**src/rtl/gate_tester_if.sv**
```systemverilog
// Bundle of handshake, stimulus and result signals between the gate tester and its environment.
// The master side is the tester itself; the slave side is the stimulus/gate harness.
interface gate_tester_if #(
    parameter int N_IN  = 2,
    parameter int ERR_W = N_IN + 1
);
    logic             start;
    logic             dut_out;
    logic [N_IN-1:0]  dut_in;
    logic             busy;
    logic             done;
    logic             pass;
    logic [ERR_W-1:0] err_count;
    logic [N_IN-1:0]  first_fail;
    logic             expected;

    modport master (
        input  start, dut_out,
        output dut_in, busy, done, pass, err_count, first_fail, expected
    );

    modport slave (
        output start, dut_out,
        input  dut_in, busy, done, pass, err_count, first_fail, expected
    );
endinterface

```
**src/rtl/gate_tester_auto.sv**
```systemverilog
// Clocked exhaustive gate tester: sweeps all 2**N_IN input vectors, holds each for
// SETTLE_CYC cycles, then checks the gate output against the selected logic function.
module gate_tester_auto #(
    parameter int N_IN       = 2,
    parameter int SETTLE_CYC = 4,
    parameter int GATE_MODE  = 0,
    parameter int ERR_W      = N_IN + 1
) (
    input logic          clk,
    input logic          reset_L,
    gate_tester_if.master bus
);
    localparam logic [1:0] IDLE   = 2'd0;
    localparam logic [1:0] SETTLE = 2'd1;
    localparam logic [1:0] CHECK  = 2'd2;
    localparam logic [1:0] DONE   = 2'd3;

    localparam int CNT_W = (SETTLE_CYC > 1) ? $clog2(SETTLE_CYC) : 1;
    localparam logic [CNT_W-1:0] CNT_LAST = CNT_W'(SETTLE_CYC - 1);
    localparam logic [N_IN-1:0]  VEC_LAST = '1;
    localparam logic [ERR_W-1:0] ERR_MAX  = '1;

    logic [1:0]       state_q, state_d;
    logic [CNT_W-1:0] cnt_q, cnt_d;
    logic [N_IN-1:0]  dut_in_q, dut_in_d;
    logic [ERR_W-1:0] err_q, err_d;
    logic [N_IN-1:0]  first_fail_q, first_fail_d;
    logic             fail_seen_q, fail_seen_d;
    logic             expected_c;
    logic             mismatch_c;

    // Unknown modes fall back to NAND, the function of the original tester.
    always_comb begin
        expected_c = ~(&dut_in_q);
        case (GATE_MODE)
            1:       expected_c = ~(|dut_in_q);
            2:       expected_c = &dut_in_q;
            3:       expected_c = |dut_in_q;
            4:       expected_c = ^dut_in_q;
            5:       expected_c = ~dut_in_q[0];
            default: expected_c = ~(&dut_in_q);
        endcase
    end

    // Case inequality makes an X/Z gate output count as a failure.
    assign mismatch_c = (bus.dut_out !== expected_c);

    always_comb begin
        state_d      = state_q;
        cnt_d        = cnt_q;
        dut_in_d     = dut_in_q;
        err_d        = err_q;
        first_fail_d = first_fail_q;
        fail_seen_d  = fail_seen_q;
        case (state_q)
            IDLE, DONE: begin
                if (bus.start) begin
                    state_d      = SETTLE;
                    cnt_d        = '0;
                    dut_in_d     = '0;
                    err_d        = '0;
                    first_fail_d = '0;
                    fail_seen_d  = 1'b0;
                end
            end
            SETTLE: begin
                if (cnt_q == CNT_LAST) begin
                    state_d = CHECK;
                end else begin
                    cnt_d = cnt_q + CNT_W'(1);
                end
            end
            CHECK: begin
                if (mismatch_c) begin
                    if (err_q != ERR_MAX) begin
                        err_d = err_q + ERR_W'(1);
                    end
                    if (!fail_seen_q) begin
                        fail_seen_d  = 1'b1;
                        first_fail_d = dut_in_q;
                    end
                end
                if (dut_in_q == VEC_LAST) begin
                    state_d = DONE;
                end else begin
                    state_d  = SETTLE;
                    dut_in_d = dut_in_q + N_IN'(1);
                    cnt_d    = '0;
                end
            end
            default: state_d = IDLE;
        endcase
    end

    always_ff @(posedge clk or negedge reset_L) begin
        if (!reset_L) begin
            state_q      <= IDLE;
            cnt_q        <= '0;
            dut_in_q     <= '0;
            err_q        <= '0;
            first_fail_q <= '0;
            fail_seen_q  <= 1'b0;
        end else begin
            state_q      <= state_d;
            cnt_q        <= cnt_d;
            dut_in_q     <= dut_in_d;
            err_q        <= err_d;
            first_fail_q <= first_fail_d;
            fail_seen_q  <= fail_seen_d;
        end
    end

    assign bus.dut_in     = dut_in_q;
    assign bus.busy       = (state_q == SETTLE) || (state_q == CHECK);
    assign bus.done       = (state_q == DONE);
    assign bus.pass       = (state_q == DONE) && (err_q == '0);
    assign bus.err_count  = err_q;
    assign bus.first_fail = first_fail_q;
    assign bus.expected   = expected_c;
endmodule
```
**src/flat_wrapper.sv**
```systemverilog
// flat-port wrapper written by rule: the top's interface ports become plain ports
module gate_tester_auto_flat 
#(
    parameter int N_IN       = 2,
    parameter int SETTLE_CYC = 4,
    parameter int GATE_MODE  = 0,
    parameter int ERR_W      = N_IN + 1
)
  (clk, reset_L, bus_start, bus_dut_out, bus_dut_in, bus_busy, bus_done, bus_pass, bus_err_count, bus_first_fail, bus_expected);
  gate_tester_if #(.N_IN(N_IN), .ERR_W(ERR_W)) bus_i ();
  input logic clk;
  input logic reset_L;
  input wire logic [$bits(bus_i.start)-1:0] bus_start;
  input wire logic [$bits(bus_i.dut_out)-1:0] bus_dut_out;
  output wire logic [$bits(bus_i.dut_in)-1:0] bus_dut_in;
  output wire logic [$bits(bus_i.busy)-1:0] bus_busy;
  output wire logic [$bits(bus_i.done)-1:0] bus_done;
  output wire logic [$bits(bus_i.pass)-1:0] bus_pass;
  output wire logic [$bits(bus_i.err_count)-1:0] bus_err_count;
  output wire logic [$bits(bus_i.first_fail)-1:0] bus_first_fail;
  output wire logic [$bits(bus_i.expected)-1:0] bus_expected;
  assign bus_i.start = bus_start;
  assign bus_i.dut_out = bus_dut_out;
  assign bus_dut_in = bus_i.dut_in;
  assign bus_busy = bus_i.busy;
  assign bus_done = bus_i.done;
  assign bus_pass = bus_i.pass;
  assign bus_err_count = bus_i.err_count;
  assign bus_first_fail = bus_i.first_fail;
  assign bus_expected = bus_i.expected;
  gate_tester_auto #(.N_IN(N_IN), .SETTLE_CYC(SETTLE_CYC), .GATE_MODE(GATE_MODE), .ERR_W(ERR_W)) u_core (.clk(clk), .reset_L(reset_L), .bus(bus_i));
endmodule
```
**config.mk**
```make
export PLATFORM = sky130hd
export DESIGN_NAME = gate_tester_auto_flat
export DESIGN_NICKNAME = d
export VERILOG_FILES = /design/src/rtl/gate_tester_if.sv /design/src/rtl/gate_tester_auto.sv /design/src/flat_wrapper.sv
export SDC_FILE = /design/constraint.sdc
export NUM_CORES = 1
export LEC_CHECK = 0
export ABC_AREA = 1
export CORE_MARGIN = 10
export CORE_UTILIZATION = 40
export CTS_CLUSTER_SIZE = 24
export DETAILED_ROUTE_END_ITERATION = 7
export MAX_ROUTING_LAYER = met4
export PLACE_DENSITY = 0.71
export SYNTH_ARGS = -nofsm -noshare
export SYNTH_HDL_FRONTEND = slang
export SYNTH_SLANG_ARGS = --single-unit
```
**constraint.sdc**
```tcl
create_clock -name clk -period 3 [get_ports clk]
set_input_delay 0.9 -clock clk [delete_from_list [all_inputs] [get_ports clk]]
set_output_delay 0.9 -clock clk [all_outputs]
set_load 0.02 [all_outputs]
```
# After elaboration in Yosys (flattened, before gate mapping)

Cells that the tools add are included.

Add/sub/neg operators: 3
Equality and inequality tests: 14
Mux-type cells: 20
Bitwise operators: 1
Reduce and logical (&&, ||, !) cells: 13

Operator list:

| kind                  | count |
|---|---|
| $mux W2               | 9 |
| $pmux W2 S3           | 2 |
| $mux W3               | 3 |
| $reduce_and A3 Y1     | 3 |
| $eq A2 B2 Y1 const B  | 4 |
| $ne A2 B2 Y1 const B  | 4 |
| $pmux W2 S2           | 2 |
| $reduce_and A4 Y1     | 2 |
| $ne A2 B1 Y1 const B  | 3 |
| $pmux W3 S2           | 1 |
| $add A2 B1 Y2 const B | 2 |
| $reduce_and A2 Y1     | 2 |
| $add A3 B1 Y3 const B | 1 |
| $logic_not A3 Y1      | 1 |
| $ne A3 B3 Y1 const B  | 1 |
| $eq A2 B1 Y1 const B  | 1 |
| $logic_not A2 Y1      | 1 |
| $mux W1               | 2 |
| $pmux W1 S2           | 1 |
| $reduce_bool A2 Y1    | 1 |
| $reduce_or A2 Y1      | 1 |
| $logic_and A1 B1 Y1   | 1 |
| $logic_or A1 B1 Y1    | 1 |
| $nex A1 B1 Y1         | 1 |
| $not A1 Y1            | 1 |

Register bits after elaboration: 12
Input bits: 4
Output and inout bits: 11
Logic and storage cells: 57

# Logic depth before layout (Yosys ltp)

Depth after elaboration: 5
Depth in mapped cells: 9
Mapped depth without buffers: 8

# Worst setup path after synthesis

No wires, ideal clock.

Kind: flip-flop to output port
Start: register u_core.state_q[0]
End: output port bus_pass
Arrival: 1038 ps
Data required time: 2100 ps
Setup slack: 1062 ps
Stages on the path, launching flop included: 4
Buffers on the path: 0
Cell sequence: dfrtp_1 -> ha_1 -> nand2_1 -> nor2_1

Word-level cells in the longest chain between the ends: 2

RTL lines:

| what                   | RTL line                | source |
|---|---|---|
| start, declared        | gate_tester_auto.sv:23  | `logic [1:0] state_q, state_d;` |
| start signal, assigned | gate_tester_auto.sv:104 | `state_q <= state_d;` |
| $eq A2 B2 Y1           | -                       |  |
| net bus_done           | flat_wrapper.sv:17      | `output wire logic [$bits(bus_i.done)-1:0] bus_done;` |
| $logic_and A1 B1 Y1    | gate_tester_auto.sv:116 | `assign bus.pass = (state_q == DONE) && (err_q == '0);` |
| end, declared          | flat_wrapper.sv:18      | `output wire logic [$bits(bus_i.pass)-1:0] bus_pass;` |

The timed path passes the listed nets, and every way through them passes these cells.

# Worst setup path after layout

Start: register u_core.state_q[0]
End: output port bus_busy

Word-level cells in the longest chain between the ends: 2
Elaborated cells between the ends (all ways): 3
Classes of those cells: eq/ne: 2; reduce/logical: 1

RTL lines:

| what                                                | RTL line                | source |
|---|---|---|
| $eq A2 B1 Y1 / $eq A2 B2 Y1 (equally long branches) | gate_tester_auto.sv:114 | `assign bus.busy = (state_q == SETTLE) \|\| (state_q == CHECK);` |
| $logic_or A1 B1 Y1 (*)                              | gate_tester_auto.sv:114 |  |
| end, declared                                       | flat_wrapper.sv:16      | `output wire logic [$bits(bus_i.busy)-1:0] bus_busy;` |

Every way passes the cells marked *; elsewhere a longest branch is shown, timed or not.

==> impl_metrics.json <==
{
  "syn_inst": 103,
  "synth_simple_gate_area_share_pct": 34.9,
  "cap_violations": 0,
  "yosys.area.top_type": "dfrtp_1",
  "p_comb_share_pct": 57.4,
  "die_area_sq_um": 4250,
  "clk_path_buf_depth": 2,
  "start_util_pct": 42.1,
  "leakagePower_nw": 0.555,
  "cp_max_fo": 5,
  "yosysSeqAreaShare_pct": 36.8,
  "via_count": 685,
  "syn-mean-instance-area_sq_um": 7.93,
  "cts_tree": "built",
  "grt_max_degree": 13,
  "synth_edf_count": 0,
  "root_buffer": "clkbuf_4",
  "diodes": 0,
  "num-nets-final": 135,
  "die_w_um": 65.2,
  "synth_cell_types": 16,
  "critPathLaunch": "u_core.state_q[0]",
  "via_per_inst": 4.69,
  "timing.final.crit_share_pct": 92.2,
  "synthFlopType": "dfrtp_1",
  "grt-ovfl-total": 0,
  "numCtsBuffers": 3,
  "syn_nets": 117,
  "finalSetupTns_ns": 0,
  "fin_crit_ns": 2.77,
  "netSwitchingFraction_pct": 46.1,
  "area.growth.synth_to_final_pct": 22.7,
  "rows": 16,
  "synth_fa_ha_area_share_pct": 15.3,
  "peakVddDrop_v": 0.000444,
  "powerDensity_nw_per_um2": 804,
  "gp_congestion": 0.801,
  "drcViolationCount": 0,
  "synth_seq_cells": 12,
  "wl_per_cell_um": 10.8,
  "hold_viol": 0,
  "dp_slack_ns": 0.504,
  "nFillCells": 207,
  "skew_ns": 0.00290,
  "pwr-share-seq_pct": 30.5,
  "synthMuxAreaShare_pct": 0,
  "clock_latency_ns": 0.27,
  "hold_slack_ns": 0.479,
  "yosys.area.top_type_share_pct": 36.8,
  "crit_family": "buffers and inverters",
  "synth_commonest_cells": "38 x nand2_1, 15 x inv_1, 12 x dfrtp_1",
  "htreeDepth": 1,
  "fmax_ghz": 0.362,
  "numPortBuffers": 14,
  "cts_resized": 0,
  "synth_top_family_by_area": "simple AND/OR/NAND/NOR gates",
  "drt_iter0_markers": 32,
  "end_kind": "output port",
  "min_path_type": "reg2reg",
  "r2r_start": "u_core.state_q[0]",
  "p_switching_mw": 0.372,
  "synth-xor-area-share_pct": 0,
  "layout-drive-gt1-share_pct": 15.1,
  "finalMaxSlewViolations": 0,
  "dp_hpwl_um": 1280,
  "setup_slack_ns": 0.235,
  "grt_setup_unrepaired": "false",
  "max-slew-margin-rel_pct": 62.0,
  "p_total_mw": 0.806,
  "ff_latch_area_sq_um": 300,
  "coreArea_sq_um": 1940,
  "internal-power_mw": 0.434,
  "hp-start": "u_core.bus.first_fail[0]",
  "holdBufCountCts": 0,
  "multiInputGateArea_sq_um": 438,
  "yosysWarnings": 0,
  "antenna_found_initial": 0,
  "grt_pass1_vias": 664,
  "finalSetupViolCount": 0,
  "io_pins": 15,
  "cp_num_buf_inv": 3,
  "tightest_slew_ns": 0.568,
  "cp.required_ns": 2.10,
  "clk_pin_slew_ns": 0.07,
  "grtUsageTotal_pct": 8.22,
  "status": "finished clean",
  "p_clk_share_pct": 12.0,
  "path_class": "reg2out",
  "first_pass_iters": 5,
  "die-height_um": 65.2,
  "netlist_top_cells_area": "dfrtp_1 37%, nand2_1 17%, ha_1 15%, inv_1 6.9%, nand2_2 3.8%",
  "synth_compound_area_share_pct": 3.37,
  "crit_chain": "inv_1 -> ha_1 -> inv_2 -> clkdlybuf4s50_1",
  "start_kind": "flip-flop",
  "syn-cell-area_sq_um": 817,
  "clock-sinks": 12,
  "postCtsSetupRepairBufs": 0,
  "async_flop_share_pct": 100,
  "cpPeakStageDelay_ns": 0.61,
  "crit_path_top_delay_cell": "clkdlybuf4s50_1",
  "utilization_pct": 51.6,
  "wl_um": 1580,
  "cp.arrival_ns": 1.87,
  "grt_pass1_wl_um": 2720,
  "final_antenna_net_count": 0,
  "synth_most_common_cell": "nand2_1"
}
[power groups by stage]
stage                     Clock, mW  Sequential [mW]  Combinational [mW]
after floorplan                   0            0.262               0.323
after global routing          0.109            0.255               0.525
after detailed placement          0            0.250               0.470
final                        0.0971            0.246               0.463
after CTS                     0.101            0.247               0.473
after global placement            0            0.246               0.462
[tightest hold or removal path, cell delays in order (launching register included)]
cell and delay [ns]:
dfrtp_1 0.34, nand2_1 0.05, nand2_1 0.05
[logic make-up (layout without fill, tap and decap cells)]
logic type | after synthesis | count (layout)
compound gates | 4 | 4
buf+inv | 19 | 35
fa+ha+maj | 10 | 10
simple gates | 58 | 58
flops | 12 | 12
[layout make-up]
| cell class | count | area share, % |
|---|---|---|
| inverters | 18 | 6.74 |
| clock buffers | 3 | 2.25 |
| flip-flops and latches | 12 | 30.0 |
| repair buffers | 14 | 14.0 |
| multi-input cells | 72 | 43.7 |
| well taps | 27 | 3.37 |
[flip-flops by register name (all words and copies together) (netlist names)]
| signal | flops |
|---|---|
| u_core.bus.dut_in | 2 |
| u_core.cnt_q | 2 |
| u_core.fail_seen_q | 1 |
| u_core.bus.first_fail | 2 |
| u_core.bus.err_count | 3 |
| u_core.state_q | 2 |
[layout by cell type, fill, tap and decap left out]
master / count
nand2_2: 5
nand3_2: 2
o21ai_2: 2
o21ai_1: 1
dfrtp_1: 12
inv_1: 15
nand3_4: 1
nand2_4: 2
o21ai_0: 1
clkdlybuf4s50_1: 14
clkbuf_4: 3
inv_2: 3
nand2_1: 38
ha_1: 10
nor2_1: 4
nand3_1: 1
nand4_1: 5
[final timing paths]
kind,to,slack (ns),cells past startpoint
worst max register to register,u_core.bus.dut_in[0],1.43,8
worst max-delay path,bus_busy,0.23,4
min in group asynchronous,u_core.bus.err_count[1],0.99,1
worst min register to register,u_core.bus.first_fail[0],0.48,2
worst min-delay path,u_core.bus.first_fail[0],0.48,2
max in group asynchronous,u_core.cnt_q[1],1.63,1
[stage by stage]
| step | cell area (sq um) | instances |
|---|---|---|
| 6_report | 1000 | 146 |
| 5_1_grt | 1000 | 146 |
| 4_1_cts | 1000 | 146 |
| 3_5_place_dp | 980 | 143 |
| 3_3_place_gp | 980 | 143 |
| 2_1_floorplan | 817 | 103 |
[per-layer routing]
metal / part of all wire [%] / GRT usage (%) / up-vias / wire (um)
li1: - / - / 353 / -
met1: 44 / 8.49 / 305 / 698
met2: 47 / 13.4 / 21 / 745
met3: 5.5 / 2.54 / 6 / 87
met4: 3.3 / 5.08 / 0 / 53
met5: 0 / - / - / 0
(Power assumes the default switching activity.)
